File: src/rtl/wb_queue.sv
// wb_queue: writeback queue in front of the general register file write port.
// Results enter through a valid/ready handshake and sit in a DEPTH-entry FIFO.
// The FIFO drains one entry per cycle whenever the write port is free.
// Decode can read the youngest pending value for each read address from the fwd outputs.
// Optional build macro WB_QUEUE_FLUSH_EN adds a synchronous flush input.
module wb_queue #(
  parameter int DEPTH = 4,
  parameter int AW    = 2
) (
  input  logic          clk,
  input  logic          rst,
  input  logic          in_valid,
  output logic          in_ready,
  input  logic [4:0]    in_num,
  input  logic [31:0]   in_data,
  input  logic          port_free,
  output logic          reg_wr,
  output logic [4:0]    wr_num,
  output logic [31:0]   wr_data,
  input  logic [4:0]    read1,
  input  logic [4:0]    read2,
  output logic          fwd1_hit,
  output logic [31:0]   fwd1_data,
  output logic          fwd2_hit,
  output logic [31:0]   fwd2_data,
  output logic [AW:0]   count
`ifdef WB_QUEUE_FLUSH_EN
  ,
  input  logic          flush
`endif
);

  localparam logic [AW:0] FULL_COUNT = (AW+1)'(DEPTH);

  logic [4:0]       num_q  [DEPTH];
  logic [31:0]      data_q [DEPTH];
  logic [DEPTH-1:0] valid_q;
  logic [AW-1:0]    head_q;
  logic [AW-1:0]    tail_q;
  logic [AW:0]      count_q;

  logic flush_req;
  logic push;
  logic pop;

`ifdef WB_QUEUE_FLUSH_EN
  assign flush_req = flush;
`else
  assign flush_req = 1'b0;
`endif

  // Full is judged from the count, so a full queue never accepts even while it pops.
  assign in_ready = (count_q != FULL_COUNT);
  assign count    = count_q;

  // Register 0 is hardwired, so a push to it completes the handshake but stores nothing.
  assign push   = in_valid && in_ready && (in_num != 5'd0) && !flush_req;
  assign reg_wr = (count_q != '0) && port_free && !flush_req;
  assign pop    = reg_wr;

  assign wr_num  = num_q[head_q];
  assign wr_data = data_q[head_q];

  // Scan from head (oldest) to tail so later matches overwrite earlier ones; the youngest wins.
  always_comb begin
    logic [AW-1:0] idx;
    idx       = '0;
    fwd1_hit  = 1'b0;
    fwd1_data = '0;
    fwd2_hit  = 1'b0;
    fwd2_data = '0;
    for (int i = 0; i < DEPTH; i++) begin
      idx = head_q + AW'(i);
      if (valid_q[idx] && (read1 != 5'd0) && (num_q[idx] == read1)) begin
        fwd1_hit  = 1'b1;
        fwd1_data = data_q[idx];
      end
      if (valid_q[idx] && (read2 != 5'd0) && (num_q[idx] == read2)) begin
        fwd2_hit  = 1'b1;
        fwd2_data = data_q[idx];
      end
    end
  end

  // FIFO storage, pointers and occupancy; flush outranks both push and pop.
  always_ff @(posedge clk or posedge rst) begin
    if (rst) begin
      for (int i = 0; i < DEPTH; i++) begin
        num_q[i]  <= '0;
        data_q[i] <= '0;
      end
      valid_q <= '0;
      head_q  <= '0;
      tail_q  <= '0;
      count_q <= '0;
    end else if (flush_req) begin
      valid_q <= '0;
      head_q  <= '0;
      tail_q  <= '0;
      count_q <= '0;
    end else begin
      if (push) begin
        num_q[tail_q]   <= in_num;
        data_q[tail_q]  <= in_data;
        valid_q[tail_q] <= 1'b1;
        tail_q          <= tail_q + AW'(1);
      end
      if (pop) begin
        valid_q[head_q] <= 1'b0;
        head_q          <= head_q + AW'(1);
      end
      case ({push, pop})
        2'b10:   count_q <= count_q + (AW+1)'(1);
        2'b01:   count_q <= count_q - (AW+1)'(1);
        default: count_q <= count_q;
      endcase
    end
  end

endmodule

File: config.mk
export PLATFORM = sky130hd
export DESIGN_NAME = wb_queue
export DESIGN_NICKNAME = d
export VERILOG_FILES = /design/src/rtl/wb_queue.sv
export SDC_FILE = /design/constraint.sdc
export NUM_CORES = 1
export LEC_CHECK = 0
export CAP_MARGIN = 20
export CORE_MARGIN = 1.5
export CORE_UTILIZATION = 60
export CTS_CLUSTER_SIZE = 14
export DETAILED_ROUTE_END_ITERATION = 10
export PLACE_DENSITY = 0.89
export SLEW_MARGIN = 20
export SYNTH_ARGS = -nofsm -noshare
export SYNTH_HDL_FRONTEND = slang
export SYNTH_SLANG_ARGS = --single-unit
File: constraint.sdc
create_clock -name clk -period 12.9 [get_ports clk]
set_input_delay 1.29 -clock clk [delete_from_list [all_inputs] [get_ports clk]]
set_output_delay 1.29 -clock clk [all_outputs]
set_load 0.05 [all_outputs]
==> metrics.txt <==
clk slew on worst S/H paths=0.06 ns; Synthesis Warnings=0; Tcrit/Tclk final=59.8%; slew margin rel.=24.0%; CTS resizes=0; TritonCTS clock tree=yes; fmax=0.130 GHz; Synth top area share=31.6%; first-pass GRT wire length=54200 um; max cap viols=0; Final Max Tran Viols=0; Hold Path End=count[2]$_DFFE_PP0P_; GRT Util Overall=32.3%; Synth Flop Type=dfrtp_1; reg2reg start=head_q[0]$_DFFE_PP0N_; global route overflow=0; port buffer count=158; Initial Util=about three fifths; startpoint types=register; TritonCTS buffer count=17; H-tree Lvls=4; routed via count=9655; Post-Synthesis Cells=986; FF-to-FF path depth=5; Die H=148 um; delay-heaviest family, CP=buffers and inverters; number of global-route vias before repair=approximately 9900; Inserted Diodes=0; Hold Buf Count CTS=0; Boundary Pins=159; Max stage delay on crit path=1.01 ns; async set or reset register ratio after synthesis=100%; wire per inst=between 20 and 30 um; largest net degree at the start of global routing=108; TNS Setup=0 ns; Setup violations, final=0; Iteration-0 DRC Markers=786; Post-synth EDFFs=0; initial antenna violation count=2; sequential-to-total area share from yosys stat=31.6%; Post-layout nets=1142; hold path depth=1; min-delay src=count[2]$_DFFE_PP0P_; flop2flop setup slack=about 9 ns; Critical path buffers and inverters=4; clk_lat worst skew=0.44 ns; layout cells sized above 1=37.2%; Worst Skew=0.00680 ns; Detailed Routing Iterations Pass 1=5; register bit count reported by yosys=159; cell at the slowest stage of the critical path=dfrtp_4; clock buffer depth=2; drc violations=0; CP most frequent cell=buf_4; Post-Syn Nets=1047; Netlist cell types=between 40 and 50; postcts setup bufs=0; synthesized cell area=12600 um2; Fill cells=1367; vias per inst=7.08; syn_area_per_cell=12.8 um2; RSZ-0062 raised after global routing=false; Synth-to-Final Area Change=16.7%; crit-path max FO=65; routability-driven placement congestion ratio=slightly below 0.9; register area=between 3000 and 4000 um2; synth top area cells=dfrtp_1 32%, mux4_2 22%, mux2_2 16%; worst setup path class=register to output pin; crit path capture type=output pin; crit path cell chain=inv_2 > ha_4 > mux4_2 > xnor2_1 > nand3_1 > nor2_4 > buf_4 > o221ai_4 > buf_4 > o221ai_1 > clkdlybuf4s50_1; CTS root buf=clkbuf_16; Routed Antenna Nets=0; row count=between 50 and 60; Clock Sink Count=159; Die Span X=148 um; type of the worst min-delay path=register to register; status=finished clean; worst r2r dst=head_q[1]$_DFFE_PP0N_; Fin. Hold Viols=0; post-DP HPWL=21400 um; Synth area leader=dfrtp_1; Multi-input gate area=8070 um2; core box area=between 20000 and 25000 um2; worst path required time=11.61 ns; Worst Tran Pin Value=1.13 ns; crit path DAT=6.42 ns; DRT Wirelength=~34000 um; die area=between 20000 and 25000 um2; post-layout minimum cycle time=between 7 and 8 ns
-- cells in the mapped netlist, types with 18 or more instances --
| master | n |
|---|---|
| clkbuf_1 | 35 |
| xnor2_1 | 42 |
| mux4_2 | 121 |
| nand2_1 | 88 |
| o221ai_1 | 18 |
| dfrtp_1 | 159 |
| nor2_1 | 24 |
| mux2_2 | 179 |
| o221ai_2 | 28 |
| buf_2 | 27 |
| mux2i_1 | 79 |
| o21ai_0 | 33 |
-- logic make-up after synthesis --
kind of cell               Yosys count  synth area share, %
xor gates and xnor gates            45                 3.19
and+or+nand+nor                    163                 6.27
AOI/OAI and AO/OA                  122                 9.29
adders and majority gates           10                 1.05
DFF                                159                 31.6
muxes                              379                 44.0
buffers and inverters              108                 4.60
-- final cells by class --
type	count	area share, %
multi-input combinational	719	55.0
clock inverter	14	0.750
timing repair buffer	171	11.5
clock buffer	18	2.99
inverter	13	0.366
tap	270	2.30
sequential	159	27.2
-- worst register-to-register path, cell delays in order (launching register included) --
cell and delay, ns:
dfrtp_4 1.01, inv_2 0.72, ha_4 0.71, buf_4 0.86
nand2_1 0.14, o21ai_0 0.11
-- flip-flops by register name (all words and copies together) (netlist names) --
name / count
count: 3
data_q: 128
head_q: 2
num_q: 20
tail_q: 2
valid_q: 4
-- layer usage --
metal | up-vias | wire (um) | track usage, % | part of all wire [%]
li1 | 4065 | - | - | -
met1 | 4900 | 13300 | 42.3 | 39
met2 | 598 | 16800 | 51.8 | 49
met3 | 90 | 3210 | 6.51 | 9.3
met4 | 2 | 1050 | 15.2 | 3.1
met5 | - | 10 | 0 | 0.029
-- layout by cell type, fill, tap and decap left out, drive strengths merged, types with 4 or more instances in the layout --
cell / count
mux2: 179
dfrtp: 159
clkdlybuf4s50: 158
mux4: 121
nand2: 89
mux2i: 79
o221ai: 47
xnor2: 43
o21ai: 33
nor2: 29
clkbuf: 18
inv: 17
a211oi: 16
nand3b: 16
a221oi: 16
buf: 13
nand3: 10
ha: 9
nand4: 8
clkinv: 7
nor3: 4
a22oi: 4
-- per-stage QoR --
stage | instances | util [%] | worst slack (ns) | cell area [um2] | hold WS, ns
2_1_floorplan | 986 | - | 6.93 | 12600 | 0.526
3_3_place_gp | 1332 | 69.1 | 5.80 | 14100 | 0.515
3_5_place_dp | 1332 | 69.2 | 5.69 | 14100 | 0.511
4_1_cts | 1364 | 71.8 | 5.19 | 14700 | 0.524
5_1_grt | 1364 | 71.9 | 4.84 | 14700 | 0.544
6_report | 1364 | 71.9 | 5.19 | 14700 | 0.524
-- worst max-delay path by stage --
stage,startpoint,endpoint,slack [ns],cells after the start
2_1_floorplan,head_q[1]$_DFFE_PP0N_,fwd1_data[9],6.93,14
3_3_place_gp,head_q[0]$_DFFE_PP0N_,fwd1_data[16],5.80,9
3_5_place_dp,head_q[0]$_DFFE_PP0N_,fwd2_data[29],5.69,9
4_1_cts,head_q[0]$_DFFE_PP0N_,fwd2_data[29],5.19,9
5_1_grt,head_q[0]$_DFFE_PP0N_,fwd1_data[10],4.84,9
6_report,head_q[0]$_DFFE_PP0N_,fwd1_data[24],5.19,11
Power is not shown: default switching activity piles up to over one toggle a cycle in this logic, so the estimate is an artifact.
